==> config.mk <==
export PLATFORM = sky130hd
export DESIGN_NAME = core_seq_ctrl_flat
export DESIGN_NICKNAME = d
export VERILOG_FILES = /design/src/rtl/core_seq_ctrl_pkg.sv /design/src/rtl/core_seq_ctrl_if.sv /design/src/rtl/core_seq_ctrl_mem_wait_timer.sv /design/src/rtl/core_seq_ctrl.sv /design/src/flat_wrapper.sv
export SDC_FILE = /design/constraint.sdc
export NUM_CORES = 1
export LEC_CHECK = 0
export ABC_CLOCK_PERIOD_IN_PS = 1500
export BUFFER_PORTS_ARGS = -buffer_cell sky130_fd_sc_hd__buf_2
export CAP_MARGIN = 40
export CELL_PAD_IN_SITES_DETAIL_PLACEMENT = 0
export CELL_PAD_IN_SITES_GLOBAL_PLACEMENT = 1
export CORE_MARGIN = 1.5
export CORE_UTILIZATION = 30
export CTS_BUF_LIST = sky130_fd_sc_hd__clkbuf_2
export CTS_CLUSTER_DIAMETER = 150
export DETAILED_ROUTE_END_ITERATION = 12
export HOLD_SLACK_MARGIN = 0.08
export PLACE_DENSITY_LB_ADDON = 0.1
export SKIP_LAST_GASP = 1
export SLEW_MARGIN = 10
export SYNTH_ARGS = -nofsm -noshare
export SYNTH_HDL_FRONTEND = slang
export SYNTH_HIERARCHICAL = 1
export SYNTH_SLANG_ARGS = --single-unit
==> constraint.sdc <==
create_clock -name i_clk -period 1.5 [get_ports i_clk]
set_clock_uncertainty 0.1 [all_clocks]
set_input_delay 0.075 -clock i_clk [delete_from_list [all_inputs] [get_ports i_clk]]
set_output_delay 0.075 -clock i_clk [all_outputs]
set_load 0.02 [all_outputs]
==> src/rtl/core_seq_ctrl_pkg.sv <==
// Shared types and constants for the core sequencer: state encodings,
// writeback-select values and the retired-instruction counter width.
package core_ctrl_pkg;

    typedef enum logic [2:0] {
        S_IDLE  = 3'd0,
        S_FETCH = 3'd1,
        S_EXEC  = 3'd2,
        S_MEM   = 3'd3,
        S_WB    = 3'd4,
        S_HALT  = 3'd5
    } state_e;

    localparam logic [1:0] WB_MEM    = 2'b00;
    localparam int         INSTRET_W = 32;

    // A load writes back memory data and is not a store.
    function automatic logic is_load(input logic [1:0] wbsel, input logic memwe);
        return (wbsel == WB_MEM) && !memwe;
    endfunction

endpackage

==> src/rtl/core_seq_ctrl_if.sv <==
// Decoder inputs, data-memory handshake and status outputs of the sequencer.
// slave = sequencer side, master = datapath/testbench side.
interface core_seq_ctrl_if;
    import core_ctrl_pkg::*;

    logic                 run;
    logic                 step;
    logic                 RegWE_i;
    logic                 MemWE_i;
    logic [1:0]           WBSel_i;
    logic                 mem_ack;
    logic                 mem_req;
    logic                 mem_we;
    logic                 pc_en;
    logic                 reg_we;
    logic                 busy;
    logic [2:0]           state;
    logic                 timeout;
    logic [INSTRET_W-1:0] instret;

    modport slave (
        input  run, step, RegWE_i, MemWE_i, WBSel_i, mem_ack,
        output mem_req, mem_we, pc_en, reg_we, busy, state, timeout, instret
    );

    modport master (
        output run, step, RegWE_i, MemWE_i, WBSel_i, mem_ack,
        input  mem_req, mem_we, pc_en, reg_we, busy, state, timeout, instret
    );

endinterface

==> src/rtl/core_seq_ctrl_mem_wait_timer.sv <==
// Counts cycles spent waiting on the data memory; expired flags count == MAX.
module mem_wait_timer #(
    parameter int MAX = 15
) (
    input  logic i_clk,
    input  logic i_rst_n,
    input  logic i_clr,
    input  logic i_inc,
    output logic o_expired
);
    localparam int W = $clog2(MAX + 1);

    logic [W-1:0] r_cnt;

    always_ff @(posedge i_clk or negedge i_rst_n) begin
        if (!i_rst_n)
            r_cnt <= '0;
        else if (i_clr)
            r_cnt <= '0;
        else if (i_inc && (r_cnt != '1))
            r_cnt <= r_cnt + W'(1);
    end

    assign o_expired = (r_cnt == W'(MAX));

endmodule

==> src/rtl/core_seq_ctrl.sv <==
// Multi-cycle FETCH/EXEC/MEM/WB sequencer with data-memory handshake and timeout.
// Optional macro CORE_SEQ_INSTRET_EN adds the retired-instruction counter.
module core_seq_ctrl
    import core_ctrl_pkg::*;
#(
    parameter int MEM_WAIT_MAX = 15
) (
    input  logic           i_clk,
    input  logic           i_rst_n,
    core_seq_ctrl_if.slave io_bus
);
    state_e r_state;
    logic   r_we_l, r_st_l;
    logic   r_mem_req, r_pc_en, r_busy, r_timeout;
    logic   w_ld, w_expired, w_tmr_clr, w_tmr_inc;

    assign w_ld      = is_load(io_bus.WBSel_i, io_bus.MemWE_i);
    assign w_tmr_clr = (r_state == S_EXEC);
    assign w_tmr_inc = (r_state == S_MEM) && !io_bus.mem_ack;

    mem_wait_timer #(.MAX(MEM_WAIT_MAX)) u_wait (
        .i_clk     (i_clk),
        .i_rst_n   (i_rst_n),
        .i_clr     (w_tmr_clr),
        .i_inc     (w_tmr_inc),
        .o_expired (w_expired)
    );

    // Strobes are registered on the transition into their state, so decoder
    // inputs never reach an output within the same cycle.
    always_ff @(posedge i_clk or negedge i_rst_n) begin
        if (!i_rst_n) begin
            r_state   <= S_IDLE;
            r_we_l    <= 1'b0;
            r_st_l    <= 1'b0;
            r_mem_req <= 1'b0;
            r_pc_en   <= 1'b0;
            r_busy    <= 1'b0;
            r_timeout <= 1'b0;
        end else begin
            r_pc_en <= 1'b0;
            case (r_state)
                S_IDLE: begin
                    if (io_bus.run || io_bus.step) begin
                        r_state <= S_FETCH;
                        r_busy  <= 1'b1;
                    end
                end
                S_FETCH: r_state <= S_EXEC;
                S_EXEC: begin
                    r_we_l <= io_bus.RegWE_i;
                    r_st_l <= io_bus.MemWE_i;
                    if (io_bus.MemWE_i || w_ld) begin
                        r_state   <= S_MEM;
                        r_mem_req <= 1'b1;
                    end else begin
                        r_state <= S_WB;
                        r_pc_en <= 1'b1;
                    end
                end
                S_MEM: begin
                    // An ack arriving on the expiry cycle still completes the access.
                    if (io_bus.mem_ack) begin
                        r_state   <= S_WB;
                        r_mem_req <= 1'b0;
                        r_pc_en   <= 1'b1;
                    end else if (w_expired) begin
                        r_state   <= S_HALT;
                        r_mem_req <= 1'b0;
                        r_busy    <= 1'b0;
                        r_timeout <= 1'b1;
                    end
                end
                S_WB: begin
                    if (io_bus.run) begin
                        r_state <= S_FETCH;
                    end else begin
                        r_state <= S_IDLE;
                        r_busy  <= 1'b0;
                    end
                end
                S_HALT:  r_state <= S_HALT;
                default: r_state <= S_IDLE;
            endcase
        end
    end

    assign io_bus.state   = r_state;
    assign io_bus.mem_req = r_mem_req;
    assign io_bus.mem_we  = r_mem_req & r_st_l;
    assign io_bus.pc_en   = r_pc_en;
    assign io_bus.reg_we  = r_pc_en & r_we_l;
    assign io_bus.busy    = r_busy;
    assign io_bus.timeout = r_timeout;

`ifdef CORE_SEQ_INSTRET_EN
    logic [INSTRET_W-1:0] r_instret;

    always_ff @(posedge i_clk or negedge i_rst_n) begin
        if (!i_rst_n)
            r_instret <= '0;
        else if (r_state == S_WB)
            r_instret <= r_instret + INSTRET_W'(1);
    end

    assign io_bus.instret = r_instret;
`else
    assign io_bus.instret = '0;
`endif

endmodule

==> src/flat_wrapper.sv <==
// flat-port wrapper written by rule: the top's interface ports become plain ports
module core_seq_ctrl_flat import core_ctrl_pkg::*;
#(
    parameter int MEM_WAIT_MAX = 15
)
  (i_clk, i_rst_n, io_bus_run, io_bus_step, io_bus_RegWE_i, io_bus_MemWE_i, io_bus_WBSel_i, io_bus_mem_ack, io_bus_mem_req, io_bus_mem_we, io_bus_pc_en, io_bus_reg_we, io_bus_busy, io_bus_state, io_bus_timeout, io_bus_instret);
  core_seq_ctrl_if io_bus_i ();
  input  logic i_clk;
  input  logic i_rst_n;
  input wire logic [$bits(io_bus_i.run)-1:0] io_bus_run;
  input wire logic [$bits(io_bus_i.step)-1:0] io_bus_step;
  input wire logic [$bits(io_bus_i.RegWE_i)-1:0] io_bus_RegWE_i;
  input wire logic [$bits(io_bus_i.MemWE_i)-1:0] io_bus_MemWE_i;
  input wire logic [$bits(io_bus_i.WBSel_i)-1:0] io_bus_WBSel_i;
  input wire logic [$bits(io_bus_i.mem_ack)-1:0] io_bus_mem_ack;
  output wire logic [$bits(io_bus_i.mem_req)-1:0] io_bus_mem_req;
  output wire logic [$bits(io_bus_i.mem_we)-1:0] io_bus_mem_we;
  output wire logic [$bits(io_bus_i.pc_en)-1:0] io_bus_pc_en;
  output wire logic [$bits(io_bus_i.reg_we)-1:0] io_bus_reg_we;
  output wire logic [$bits(io_bus_i.busy)-1:0] io_bus_busy;
  output wire logic [$bits(io_bus_i.state)-1:0] io_bus_state;
  output wire logic [$bits(io_bus_i.timeout)-1:0] io_bus_timeout;
  output wire logic [$bits(io_bus_i.instret)-1:0] io_bus_instret;
  assign io_bus_i.run = io_bus_run;
  assign io_bus_i.step = io_bus_step;
  assign io_bus_i.RegWE_i = io_bus_RegWE_i;
  assign io_bus_i.MemWE_i = io_bus_MemWE_i;
  assign io_bus_i.WBSel_i = io_bus_WBSel_i;
  assign io_bus_i.mem_ack = io_bus_mem_ack;
  assign io_bus_mem_req = io_bus_i.mem_req;
  assign io_bus_mem_we = io_bus_i.mem_we;
  assign io_bus_pc_en = io_bus_i.pc_en;
  assign io_bus_reg_we = io_bus_i.reg_we;
  assign io_bus_busy = io_bus_i.busy;
  assign io_bus_state = io_bus_i.state;
  assign io_bus_timeout = io_bus_i.timeout;
  assign io_bus_instret = io_bus_i.instret;
  core_seq_ctrl #(.MEM_WAIT_MAX(MEM_WAIT_MAX)) u_core (.i_clk(i_clk), .i_rst_n(i_rst_n), .io_bus(io_bus_i));
endmodule
-- After elaboration in Yosys (flattened, before gate mapping)
Index checks and enable logic that the tools add are counted.
W data, S select, Z words.
- bits in registers: 13
- latch bits: 0
- RAM bits: 0
- memory bits (read-only): 0
- bits of input ports: 9
- output and inout port bits: 41
- logic and storage cells: 60
- memories: 0
- add/subtract/negate cells: 1
- $mul: 0
- divide/modulo/power cells: 0
- order comparisons: 0
- eq/ne operators: 13
- shifts and indexed selects: 0
- mux-type cells: 19
- bitwise operators: 3
- reduce and logical (&&, ||, !) cells: 16
- operators with widths (operator ; count):
    $pmux W3 S6 ; 1
    $mux W3 ; 4
    $mux W1 ; 9
    $mux W4 ; 2
    $eq A3 B2 Y1 const B ; 2
    $eq A3 B3 Y1 const B ; 2
    $ne A2 B2 Y1 const B ; 3
    $reduce_and A3 Y1 ; 2
    $reduce_and A5 Y1 ; 1
    $add A4 B1 Y4 const B ; 1
    $eq A4 B4 Y1 const B ; 1
    $ne A2 B1 Y1 const B ; 2
    $ne A4 B4 Y1 const B ; 1
    $pmux W1 S2 ; 2
    $reduce_bool A2 Y1 ; 2
    $eq A3 B1 Y1 const B ; 1
    $logic_and A1 B1 Y1 ; 3
    $logic_not A3 Y1 ; 1
    $ne A3 B3 Y1 const B ; 1
    $pmux W1 S3 ; 1
    $reduce_bool A3 Y1 ; 1
    $and A1 B1 Y1 ; 2
    $logic_not A1 Y1 ; 2
    $logic_not A2 Y1 ; 1
    other kinds (3) ; 4

-- Depth between registers and ports, before layout
- word-level depth: 5
- mapped depth: 5

-- Hierarchy
The synthesis kept the hierarchy.
- by module, submodules not included (module ; instances ; cells an instance ; area each (sq um) ; sequential area each (sq um)):
    core_seq_ctrl ; 1 ; 81 ; 733.2 ; 225.2
    mem_wait_timer ; 1 ; 20 ; 229.0 ; 100.1

-- Least setup slack after synthesis
OpenSTA, ideal clock, no wires.
- path kind: register to register
- from: register u_core.r_state[1], in the netlist u_core/io_bus.state[1]
- to: register u_core.u_wait.r_cnt[0]
- setup time: 0.125 ns
- arrival: 1.364 ns
- data required time: 1.275 ns
- setup slack: -0.089 ns
- stages on the path, launching flop included: 5
- path buffers: 1
- clock period less this slack: 1.589 ns
- cells stage by stage: dfrtp_1 > buf_4 > and4bb_4 > nor2b_4 > mux2_4
- word-level cells in the longest chain between the ends: 4
- elaborated cells between the ends (all ways): 6
- ends and longest elaborated chain (element ; RTL line ; source):
    start, declared ; core_seq_ctrl.sv:12 ; state_e r_state;
    start signal, assigned ; core_seq_ctrl.sv:33 ; r_state <= S_IDLE;
    start signal, assigned ; core_seq_ctrl.sv:45 ; r_state <= S_FETCH;
    start signal, assigned ; core_seq_ctrl.sv:49 ; S_FETCH: r_state <= S_EXEC;
    $eq A3 B2 Y1 ; core_seq_ctrl.sv:19 ; assign w_tmr_inc = (r_state == S_MEM) && !io_bus.mem_ack;
    $logic_and A1 B1 Y1 ; core_seq_ctrl.sv:19 ;
    net u_core.w_tmr_inc ; core_seq_ctrl.sv:15 ; logic w_ld, w_expired, w_tmr_clr, w_tmr_inc;
    $logic_and A1 B1 Y1 ; core_seq_ctrl_mem_wait_timer.sv:20 ; else if (i_inc && (r_cnt != '1))
    $reduce_bool A2 Y1 (no line) ; n/a ;
    end signal, assigned ; core_seq_ctrl_mem_wait_timer.sv:21 ; r_cnt <= r_cnt + W'(1);
    end, declared ; core_seq_ctrl_mem_wait_timer.sv:13 ; logic [W-1:0] r_cnt;
The timed path passes the listed nets, and every way through them passes these cells.
A chain may end at the register's enable or synchronous reset.

-- Worst setup path after layout
- from: register u_core.r_state[2], in the netlist u_core/io_bus.state[2]
- to: register u_core.u_wait.r_cnt[0]
Same word-level chain as after synthesis.

==> results.sh <==
export IMPL_root_buffer="clkbuf_2"
export IMPL_crit_type="reg2reg"
export IMPL_hpwl_um=1270
export IMPL_path_max_fanout=6
export IMPL_clkTransAtPathRegs_ps=140
export IMPL_status="finished, final reports clean"
export IMPL_nNetsFinal=145
export IMPL_syn_area_um2=962
export IMPL_cts_max_path_buffers=2
export IMPL_max_stage_delay_ps=450
export IMPL_dieArea_um2=3560
export IMPL_p_seq_frac=0.535
export IMPL_area_growth_pct=15.7
export IMPL_startpoint_type="register"
export IMPL_antenna_left=0
export IMPL_pre_cts_slack_ps=41.8
export IMPL_sw_frac_of_total=0.320
export IMPL_rsz0062_at_grt="true"
export IMPL_vdd_ir_drop_max_uv=228
export IMPL_synth_cell_types=36
export IMPL_setup_violations=0
export IMPL_vias=714
export IMPL_antenna_found_initial=0
export IMPL_p_switching_uw=210
export IMPL_grt_max_degree=14
export IMPL_drt_iter0_drc=14
export IMPL_syn_avg_cell_area_um2=9.53
export IMPL_synth_top_area_frac=0.338
export IMPL_clkPwrFrac=0.291
export IMPL_synth_largest_area_cell="dfrtp_1"
export IMPL_drv_cap=0
export IMPL_drive_gt1_frac=0.306
export IMPL_worst_path_max_delay_cell="dfrtp_2"
export IMPL_maxClockFrequency_ghz=0.678
export IMPL_p_int_uw=445
export IMPL_avgViaCountPerCell=4.01
export IMPL_netlist_instances=101
export IMPL_hp_class="in2async"
export IMPL_p_leak_nw=0.595
export IMPL_crit_chain="and4bb_4 > nor2b_4 > mux2_4"
export IMPL_drcViolationCount=0
export IMPL_cts_tree="done"
export IMPL_rows=20
export IMPL_whs_ps=97.4
export IMPL_core_area_um2=3050
export IMPL_ys_warn_count=6
export IMPL_first_pass_iters=4
export IMPL_cp_required_ps=1570
export IMPL_ys_seq_area_frac=0.338
export IMPL_io_pins=50
export IMPL_wl_um=1750
export IMPL_synth_ff_latch_count=13
export IMPL_crit_arrival_ps=1550
export IMPL_overflow=0
export IMPL_setup_slack_ps=24.6
export IMPL_combPwrFrac=0.174
export IMPL_slew_viol_final=0
export IMPL_timing_final_crit_share=0.984
export IMPL_numPortBuffers=17
export IMPL_start_util=0.315
export IMPL_h_tree_depth=1
export IMPL_numCtsBuffers=3
export IMPL_gp_congestion=0.697
export IMPL_hold_violations=0
export IMPL_die_h_um=59.6
export IMPL_wl_per_cell_um=9.82
export IMPL_clk_insertion_delay_late_ps=280
export IMPL_ff2ff_path_depth=3
export IMPL_synthTopCellsByArea="dfrtp_1 34%, buf_4 26%, o21ai_0 2.6%"
export IMPL_grt_pass1_vias=632
export IMPL_clock_sinks=13
export IMPL_layout_min_cycle_time_ps=1480
export IMPL_antenna_cells=0
export IMPL_worst_setup_path_end_kind="register"
export IMPL_p_per_area_nw_per_um2=588
export IMPL_grt_use_total=0.107
export IMPL_grt_pass1_wl_um=2770
export IMPL_die_w_um=59.6
worst max-delay path, delay by kind of cell (launching register included):
| kind | cells | cell delay, ps |
|---|---|---|
| mux | 1 | 300 |
| simple gates | 2 | 520 |
| flops | 1 | 450 |
cells in the mapped netlist (all sizes together):
cell     instances
and4bb           1
o22ai            1
and2             2
ha               1
conb             1
nand2            4
or2              1
o2111ai          1
nand3b           1
dfrtp           13
o211a            1
and4b            1
nor3             1
nand4            1
nand2b           4
nand3            1
inv              1
a21oi            4
o21ai            5
mux2             4
a31oi            1
and3             1
nor2b            4
nor2             7
buf             34
o21ba            1
mux2i            1
o21bai           1
o21a             1
o31ai            1
cell type report:
cell class / instances / area, um2
Multi-Input combinational cell: 84 / 490
Sequential cell: 13 / 329
Timing Repair Buffer: 32 / 215
Fill cell: 326 / 1940
Clock buffer: 4 / 20.0
Inverter: 1 / 3.75
Tap cell: 44 / 55.1
registers in the layout, indices dropped and copies added, names as in the netlist:
signal / flops
u_core/io_bus.pc_en: 1
u_core/io_bus.mem_req: 1
u_core/io_bus.busy: 1
u_core/u_wait/r_cnt: 4
u_core/r_st_l: 1
u_core/io_bus.timeout: 1
u_core/io_bus.state: 3
u_core/r_we_l: 1
final timing paths:
check / from / endpoint / slack (ps)
setup / recovery: u_core/io_bus.state[2] / u_core/u_wait/r_cnt[0] / 20
hold / removal: i_rst_n / u_core/io_bus.state[1] / 100
setup reg to reg: u_core/io_bus.state[2] / u_core/u_wait/r_cnt[0] / 20
hold reg to reg: u_core/io_bus.timeout / u_core/io_bus.timeout / 400
max in group asynchronous: i_rst_n / u_core/io_bus.state[0] / 950
min in group i_clk: io_bus_WBSel_i[1] / u_core/io_bus.state[1] / 100
kinds of logic after synthesis:
kind of cell             share of synthesized area
AO/OA/AOI/OAI                                0.113
flip-flops                                   0.338
buffers and inverters                        0.273
other                                      0.00390
multiplexers                                0.0611
AND/OR/NAND/NOR                              0.198
adder cells (fa/ha/maj)                     0.0130
metrics by stage:
step / TNS, ps / instances / area [um2] / total power [mW] / utilization
floorplan: 0 / 132 / 1090 / 0.499 / -
global placement: 0 / 164 / 1000 / 0.456 / 0.328
detailed placement: 0 / 164 / 1000 / 0.456 / 0.328
CTS: 0 / 175 / 1090 / 0.666 / 0.357
global route: -3.87 / 178 / 1110 / 0.692 / 0.365
finish: 0 / 178 / 1110 / 0.655 / 0.365
placed cells by master, fill, tap and decap left out:
cell type      instances
nor2b_4                1
o21bai_1               1
dfrtp_1               10
o211a_1                1
buf_2                 17
o31ai_1                1
o21ba_1                1
nand3_1                1
and2_1                 2
nand2_1                4
o21a_1                 1
nand3b_1               1
nor2_1                 6
dlygate4sd3_1          7
conb_1                32
nand2b_2               1
and4bb_4               1
dfrtp_2                3
nand4_1                1
a31oi_1                1
buf_4                  8
and3_4                 1
mux2i_1                1
o2111ai_1              1
or2_0                  1
nor2_4                 1
and4b_2                1
o21ai_0                5
mux2_4                 1
clkbuf_2               4
ha_1                   1
nor2b_1                3
a21oi_1                4
inv_1                  1
mux2_1                 1
nor3_1                 1
nand2b_1               3
o22ai_1                1
mux2_2                 2
routing by layer:
metal | track usage | wire length, um | vias to the layer above
met4 | 0.0762 | 14 | 0
met2 | 0.165 | 795 | 36
met5 | 0 | 0 | -
met3 | 0.0153 | 118 | 2
met1 | 0.135 | 819 | 329
li1 | - | - | 347
timing repair:
action	in CTS	in global routing
buffers inserted	0	3
setup endpoints to repair	0	3
hold buffers	7	0
endpoints found under the hold margin	20	0
gates resized for setup	0	0
power by group through the flow:
stage | clock network, mW | logic, mW | registers, mW
2_1_floorplan | 0 | 0.142 | 0.357
3_3_place_gp | 0 | 0.0988 | 0.357
3_5_place_dp | 0 | 0.0986 | 0.357
4_1_cts | 0.203 | 0.113 | 0.350
5_1_grt | 0.218 | 0.124 | 0.351
6_report | 0.191 | 0.114 | 0.350
No activity file was read; power rests on OpenSTA's default activity.
